--- config.mk ---
export PLATFORM = sky130hd
export DESIGN_NAME = bcd_to_binary_flat
export DESIGN_NICKNAME = d
export VERILOG_FILES = /design/src/rtl/bcd_to_binary_if.sv /design/src/rtl/bcd_to_binary.sv /design/src/flat_wrapper.sv
export SDC_FILE = /design/constraint.sdc
export NUM_CORES = 1
export LEC_CHECK = 0
export ABC_AREA = 1
export CAP_MARGIN = 20
export CORE_MARGIN = 4
export CORE_UTILIZATION = 45
export DETAILED_ROUTE_END_ITERATION = 6
export PLACE_DENSITY = 0.7
export SETUP_SLACK_MARGIN = 0.3
export SKIP_CTS_REPAIR_TIMING = 1
export SLEW_MARGIN = 15
export SYNTH_ARGS = -nofsm -noshare
export SYNTH_HDL_FRONTEND = slang
export SYNTH_SLANG_ARGS = --single-unit
--- constraint.sdc ---
create_clock -name clk -period 1.35 [get_ports clk]
set_input_delay 0.27 -clock clk [delete_from_list [all_inputs] [get_ports clk]]
set_output_delay 0.27 -clock clk [all_outputs]
set_load 0.03 [all_outputs]
--- src/rtl/bcd_to_binary_if.sv ---
// Handshake and data bundle between a digit-entry source and the BCD-to-binary converter.
interface bcd_to_binary_if;
    logic       start;
    logic [3:0] hundreds;
    logic [3:0] tens;
    logic [3:0] ones;
    logic       busy;
    logic       done;
    logic [9:0] binary_value;
    logic [7:0] eight_bit_value;
    logic       overflow;
    logic       digit_error;

    // Requester side: issues digits and start, observes status and result
    modport master (
        output start, hundreds, tens, ones,
        input  busy, done, binary_value, eight_bit_value, overflow, digit_error
    );

    // Converter side
    modport slave (
        input  start, hundreds, tens, ones,
        output busy, done, binary_value, eight_bit_value, overflow, digit_error
    );
endinterface

--- src/rtl/bcd_to_binary.sv ---
// Three-digit BCD to binary converter using iterative reverse double-dabble.
// Ten shift iterations then a single finish cycle; illegal digits are rejected
// immediately from IDLE with a done/digit_error pulse and no conversion.
module bcd_to_binary (
    input  logic              clk,
    input  logic              reset,
    bcd_to_binary_if.slave    bus
);
    localparam int unsigned DIGIT_W = 4;
    localparam int unsigned BCD_W   = 3 * DIGIT_W;
    localparam int unsigned BIN_W   = 10;
    localparam int unsigned SAT_W   = 8;
    localparam int unsigned CNT_W   = 4;
    localparam int unsigned WORD_W  = BCD_W + BIN_W;

    typedef enum logic [1:0] {
        IDLE   = 2'd0,
        SHIFT  = 2'd1,
        FINISH = 2'd2
    } state_t;

    state_t             state, state_nxt;
    logic [BCD_W-1:0]   bcd_sr, bcd_sr_nxt;
    logic [BIN_W-1:0]   bin_sr, bin_sr_nxt;
    logic [CNT_W-1:0]   cnt, cnt_nxt;
    logic               busy_q, busy_nxt;
    logic               done_q, done_nxt;
    logic [BIN_W-1:0]   bin_val_q, bin_val_nxt;
    logic [SAT_W-1:0]   sat_val_q, sat_val_nxt;
    logic               ovf_q, ovf_nxt;
    logic               derr_q, derr_nxt;

    logic               digits_ok_c;
    logic [WORD_W-1:0]  word_sh_c;
    logic [BCD_W-1:0]   bcd_fix_c;
    logic               over_c;

    // Subtract 3 from a digit that reached 8 or more after the right shift
    function automatic logic [DIGIT_W-1:0] fix_digit(input logic [DIGIT_W-1:0] d);
        return (d >= DIGIT_W'(8)) ? d - DIGIT_W'(3) : d;
    endfunction

    // Shift datapath and digit legality, shared by the FSM below
    always_comb begin
        digits_ok_c = (bus.hundreds <= DIGIT_W'(9)) &&
                      (bus.tens     <= DIGIT_W'(9)) &&
                      (bus.ones     <= DIGIT_W'(9));
        word_sh_c   = {bcd_sr, bin_sr} >> 1;
        bcd_fix_c   = {fix_digit(word_sh_c[WORD_W-1 -: DIGIT_W]),
                       fix_digit(word_sh_c[WORD_W-DIGIT_W-1 -: DIGIT_W]),
                       fix_digit(word_sh_c[BIN_W+DIGIT_W-1 -: DIGIT_W])};
        over_c      = (bin_sr > BIN_W'(255));
    end

    // Next-state and next-output logic
    always_comb begin
        state_nxt   = state;
        bcd_sr_nxt  = bcd_sr;
        bin_sr_nxt  = bin_sr;
        cnt_nxt     = cnt;
        done_nxt    = 1'b0;
        bin_val_nxt = bin_val_q;
        sat_val_nxt = sat_val_q;
        ovf_nxt     = ovf_q;
        derr_nxt    = derr_q;

        case (state)
            IDLE: begin
                if (bus.start) begin
                    if (digits_ok_c) begin
                        bcd_sr_nxt = {bus.hundreds, bus.tens, bus.ones};
                        bin_sr_nxt = '0;
                        cnt_nxt    = '0;
                        state_nxt  = SHIFT;
                    end else begin
                        done_nxt = 1'b1;
                        derr_nxt = 1'b1;
                        ovf_nxt  = 1'b0;
                    end
                end
            end
            SHIFT: begin
                bcd_sr_nxt = bcd_fix_c;
                bin_sr_nxt = word_sh_c[BIN_W-1:0];
                cnt_nxt    = cnt + CNT_W'(1);
                if (cnt == CNT_W'(9)) begin
                    state_nxt = FINISH;
                end
            end
            FINISH: begin
                bin_val_nxt = bin_sr;
                sat_val_nxt = over_c ? SAT_W'(255) : bin_sr[SAT_W-1:0];
                ovf_nxt     = over_c;
                derr_nxt    = 1'b0;
                done_nxt    = 1'b1;
                state_nxt   = IDLE;
            end
            default: begin
                state_nxt = IDLE;
            end
        endcase

        busy_nxt = (state_nxt != IDLE);
    end

    // State and output registers with synchronous reset
    always_ff @(posedge clk) begin
        if (reset) begin
            state     <= IDLE;
            bcd_sr    <= '0;
            bin_sr    <= '0;
            cnt       <= '0;
            busy_q    <= 1'b0;
            done_q    <= 1'b0;
            bin_val_q <= '0;
            sat_val_q <= '0;
            ovf_q     <= 1'b0;
            derr_q    <= 1'b0;
        end else begin
            state     <= state_nxt;
            bcd_sr    <= bcd_sr_nxt;
            bin_sr    <= bin_sr_nxt;
            cnt       <= cnt_nxt;
            busy_q    <= busy_nxt;
            done_q    <= done_nxt;
            bin_val_q <= bin_val_nxt;
            sat_val_q <= sat_val_nxt;
            ovf_q     <= ovf_nxt;
            derr_q    <= derr_nxt;
        end
    end

    assign bus.busy            = busy_q;
    assign bus.done            = done_q;
    assign bus.binary_value    = bin_val_q;
    assign bus.eight_bit_value = sat_val_q;
    assign bus.overflow        = ovf_q;
    assign bus.digit_error     = derr_q;
endmodule

--- src/flat_wrapper.sv ---
// flat-port wrapper written by rule: the top's interface ports become plain ports
module bcd_to_binary_flat 
  (clk, reset, bus_start, bus_hundreds, bus_tens, bus_ones, bus_busy, bus_done, bus_binary_value, bus_eight_bit_value, bus_overflow, bus_digit_error);
  bcd_to_binary_if bus_i ();
  input  logic clk;
  input  logic reset;
  input wire logic [$bits(bus_i.start)-1:0] bus_start;
  input wire logic [$bits(bus_i.hundreds)-1:0] bus_hundreds;
  input wire logic [$bits(bus_i.tens)-1:0] bus_tens;
  input wire logic [$bits(bus_i.ones)-1:0] bus_ones;
  output wire logic [$bits(bus_i.busy)-1:0] bus_busy;
  output wire logic [$bits(bus_i.done)-1:0] bus_done;
  output wire logic [$bits(bus_i.binary_value)-1:0] bus_binary_value;
  output wire logic [$bits(bus_i.eight_bit_value)-1:0] bus_eight_bit_value;
  output wire logic [$bits(bus_i.overflow)-1:0] bus_overflow;
  output wire logic [$bits(bus_i.digit_error)-1:0] bus_digit_error;
  assign bus_i.start = bus_start;
  assign bus_i.hundreds = bus_hundreds;
  assign bus_i.tens = bus_tens;
  assign bus_i.ones = bus_ones;
  assign bus_busy = bus_i.busy;
  assign bus_done = bus_i.done;
  assign bus_binary_value = bus_i.binary_value;
  assign bus_eight_bit_value = bus_i.eight_bit_value;
  assign bus_overflow = bus_i.overflow;
  assign bus_digit_error = bus_i.digit_error;
  bcd_to_binary u_core (.clk(clk), .reset(reset), .bus(bus_i));
endmodule
# Yosys cells after proc, flatten, opt, wreduce, memory -nomap -nowiden
# Index checks and enable logic that the tools add are counted.
# totals
regBits	50
in_bits	15
out_inout_bits	22
# classes
add_sub_neg	4
magnitude_cmp	7
eq_ne	6
muxes	26
reduce_logical	8
# ops
cell	count
$mux W12	2
$pmux W12 S2	1
$mux W10	2
$mux W4	5
$pmux W10 S2	1
$le A4 B4 Y1 const B	3
$gt A10 B8 Y1 const B	1
$ge A4 B4 Y1 const B	2
$mux W8	1
$pmux W4 S2	1
$sub A4 B2 Y4 const B	2
$mux W1	6
$mux W2	3
$pmux W1 S2	3
$reduce_and A3 Y1	2
$reduce_bool A2 Y1	3
$add A4 B1 Y4 const B	1
$eq A4 B4 Y1 const B	1
$ge A3 B4 Y1 const B	1
$ne A2 B2 Y1 const B	2
$pmux W2 S2	1
$sub A3 B2 Y4 const B	1
$eq A2 B1 Y1 const B	1
$eq A2 B2 Y1 const B	1
other kinds (3)	4

# Longest topological paths before layout
# depth
depth_word	7
mapped_depth	8
depth_no_buf	8

# Worst setup path after synthesis
# No wires, ideal clock.
# synth_timing
path_type	register -> register
startpoint	reg u_core.bcd_sr[5]
endpoint	reg u_core.bcd_sr[5]
setup_ps	118
t_arrival_ps	1091
required_time_ps	1232
path_slack_ps	141
stages_incl_launch_ff	9
path_buffers	0
synth_period_minus_slack_ps	1209
path_cell_list	dfxtp_1 inv_1 ha_1 nand2_1 o21ai_0 a21oi_1 nand3_1 nand2_1 a21oi_1
# synth_via
elab_chain_cells	3
elab_cells_between_ends	4
classes_between	add/sub (1); order compare (1); mux (2)
# synth_rtl
item	line_no	text
start, declared	bcd_to_binary.sv:23	logic [BCD_W-1:0] bcd_sr, bcd_sr_nxt;
start signal, assigned	bcd_to_binary.sv:121	bcd_sr <= bcd_sr_nxt;
$sub A4 B2 Y4 / $ge A4 B4 Y1 (equally long branches)	bcd_to_binary.sv:40	return (d >= DIGIT_W'(8)) ? d - DIGIT_W'(3) : d;
$mux W4 *	bcd_to_binary.sv:40	
$pmux W12 S2 *	bcd_to_binary.sv:67	case (state)
# Mark *: on every way between the ends. The rest lies on a longest branch, timed or not.
# A chain may end at the register's enable or synchronous reset.

# Worst setup path after layout
# layout_timing
startpoint	reg u_core.state[1]
endpoint	reg u_core.sat_val_q[5] (netlist: u_core.bus.eight_bit_value[5])
# layout_via
elab_chain_cells	1
# layout_rtl
item	line_no	text
start, declared	bcd_to_binary.sv:22	state_t state, state_nxt;
start signal, assigned	bcd_to_binary.sv:120	state <= state_nxt;
$eq A2 B2 Y1	bcd_to_binary.sv:67	
end signal, assigned	bcd_to_binary.sv:127	sat_val_q <= sat_val_nxt;
end, declared	bcd_to_binary.sv:29	logic [SAT_W-1:0] sat_val_q, sat_val_nxt;
# Every way passes these cells.

==> impl_results.md <==
- Run status: complete, no violations
- Slew margin rel.: 0.7386
- # fillers: 326
- CTS max path bufs: 2
- First-pass GRT wire length: 8.259 mm
- Clock latency on the worst-skew pair: 0.31 ns
- CTS clk-pin slew, worst paths: 0.09 ns
- Final setup fails: 0
- Synth Warn #: 0
- Synth top cells by count: 91 x nand2_1, 50 x dfxtp_1, 43 x a21oi_1
- Vias per Instance: 5.324
- GPL Wtd Cong: 0.8209
- Row cnt: 24
- Sequential-to-total area share from yosys stat: 0.4638
- Synth Area per Inst: 7.417 um^2
- Min-Delay Path Class: input port to register
- Synth top area cells: dfxtp_1 46%, nand2_1 16%, a21oi_1 10%, nand3_1 4.9%, inv_1 3.8%
- Final WL: 6.373 mm
- CTS H-Tree Depth: 2
- Yosys top cell area share: 0.4638
- Syn_nets: 312
- Top_reg_cell synth: dfxtp_1
- Largest net degree at the start of global routing: 29
- Residual DRC count: 0
- Die area: 5968 um^2
- Lkg Pwr: 1.387 nW
- Crit path time final: 1.305 ns
- Tightest Pin Transition: 0.3916 ns
- Startpoint Class: register
- Post-Syn Area: 2158 um^2
- RSZ-0062 raised after global routing: yes
- Mapped Cells: 291
- Antenna violations before repair: 0
- Die Span X: 77.26 um
- PD cells: 923.3 nW/um^2
- Cts bufs inserted: 5
- CP Max Fanout: 6
- Post-synth EDFFs: 0
- Fin nets: 381
- Max-capacitance violation count: 0
- FF+latch count, synth: 50
- CP endpoint kind: register
- Reg-to-reg startpoint: u_core.state[1]$_SDFF_PP0_
- VDD IR-drop max: 0.6886 mV
- Hold EP: u_core.bus.done$_SDFF_PP0_
- Final Hold Viols: 0
- Drt first pass iters: 4
- Hold Path Depth: 3
- Initial drt markers: 193
- N_diodes: 0
- Max Slew Vio Count: 0
- Layout cells sized above 1: 0.4432
- R2R Path End: u_core.bus.eight_bit_value[5]$_SDFFE_PP0P_
- Final Cycle Share: 0.9667
- Via Count: 2199
- Gr ovfl total: 0
- Crit Path Category: register to register
- Root Driver: clkbuf_8
- IO Port Bufs: 36
- Routed wire length per instance: 15.43 um
- Asr flop ratio synth: 0
- Hpwl dp: 3.350 mm
- Count leader, synth: nand2_1
- Worst EP arrival: 1.53 ns
- Synth cell types: 23
- Vert. Die Dim: 77.26 um
- Clock sink total: 50
- Detail Route Antenna Nets: 0
- Cell taking the most area after synthesis: dfxtp_1
- Max Clk Rate: 0.7663 GHz
- Layout Cells excl Fill: 413
- Ports: 37
- Total Routing Usage GR: 0.1675
- Clk_skew: 0.01087 ns
- Starting Density: 0.4792
- Core Util, Final: 0.7522
- Reg-to-reg setup timing slack: 0.04 ns
- TritonCTS clock tree: done
- Layout Area Growth over Synthesis: 56.99%
- Hold_ws: 0.3388 ns
- HP Start: bus_start
- Placed cells: 376
- Reg2Reg Depth: 6
- Area of the core: 4504 um^2
- Vias in the first global route: 1817
- Required @ worst endpoint: 1.57 ns
-- power breakdown --
| part | internal [mW] | total, mW | switching, mW |
|---|---|---|---|
| Clock | 0.553 | 1.05 | 0.495 |
| Combinational | 0.222 | 0.526 | 0.305 |
| Sequential | 1.51 | 1.55 | 0.0430 |
-- cells in the final DEF (no fill, tap or decap), types with 10 or more instances in the layout --
cell type,netlist,final
buf_6,2,32
dfxtp_2,0,20
nor2_1,11,10
nand2_1,91,66
inv_1,22,15
a21oi_1,43,36
dfxtp_1,50,23
buf_4,3,17
nand3_1,21,18
nand2_2,2,24
dlymetal6s2s_1,0,10
-- flip-flops by register name (all words and copies together), names as in the netlist --
| signal | count |
|---|---|
| u_core.bus.eight_bit_value | 8 |
| u_core.bus.digit_error | 1 |
| u_core.state | 2 |
| u_core.bus.overflow | 1 |
| u_core.bin_sr | 10 |
| u_core.bus.busy | 1 |
| u_core.bus.binary_value | 10 |
| u_core.bcd_sr | 12 |
| u_core.bus.done | 1 |
| u_core.cnt | 4 |
-- area by class of cell --
type,count,area (um^2),area share
Multi-Input combinational cell,207,1299,0.3833
Sequential cell,50,1052,0.3106
Timing Repair Buffer,67,718.2,0.2120
Inverter,25,116.4,0.03434
Clock buffer,6,72.57,0.02142
Tap cell,52,65.06,0.01920
Clock inverter,2,37.54,0.01108
Timing Repair inverter,4,27.53,0.008124
-- cells by family (layout without fill, tap and decap cells) --
group,count (synthesis),count (layout),share of synthesized area
DFF,50,50,0.4638
and+or+nand+nor,131,135,0.2568
adders and majority gates,6,6,0.03478
AOI/OAI and AO/OA,65,66,0.1623
buffers and inverters,39,104,0.08232
-- worst max-delay path, stage by stage (launching register included) --
cell and delay, ns:
dfxtp_4 0.42, inv_4 0.06, nor2_4 0.14, buf_6 0.15
buf_8 0.15, o21ai_4 0.09, a31oi_1 0.22
-- worst max path at each step --
stage	from	endpoint	cells past startpoint
2_1_floorplan	u_core.bcd_sr[6]$_SDFFE_PP0P_	u_core.bcd_sr[5]$_SDFFE_PP0P_	8
3_3_place_gp	bus_tens[2]	u_core.bcd_sr[3]$_SDFFE_PP0P_	8
3_5_place_dp	bus_tens[2]	u_core.bcd_sr[3]$_SDFFE_PP0P_	8
4_1_cts	u_core.bus.overflow$_SDFFE_PP0P_	bus_overflow	1
5_1_grt	u_core.state[1]$_SDFF_PP0_	u_core.bus.eight_bit_value[5]$_SDFFE_PP0P_	6
6_report	u_core.state[1]$_SDFF_PP0_	u_core.bus.eight_bit_value[5]$_SDFFE_PP0P_	6
-- routing by layer --
metal,vias to the layer above,routed length [um],track usage
met5,-,0,0
met4,0,97,0.05338
met3,12,307,0.03747
met2,68,3114,0.2737
met1,1028,2854,0.2188
li1,1091,-,-
-- through the flow --
stage | power [mW] | setup WS (ns) | area, um^2 | setup TNS [ns]
after detailed placement | 1.940 | -0.3018 | 2629 | -7.447
final | 3.129 | 0.04497 | 3388 | 0
after global routing | 3.271 | 0.01278 | 3388 | 0
after floorplan | 1.823 | 0.2007 | 2215 | 0
after CTS | 2.964 | -0.2763 | 2739 | -5.390
after global placement | 1.934 | -0.2479 | 2629 | -6.542
Power figures use the tool's default switching activity.
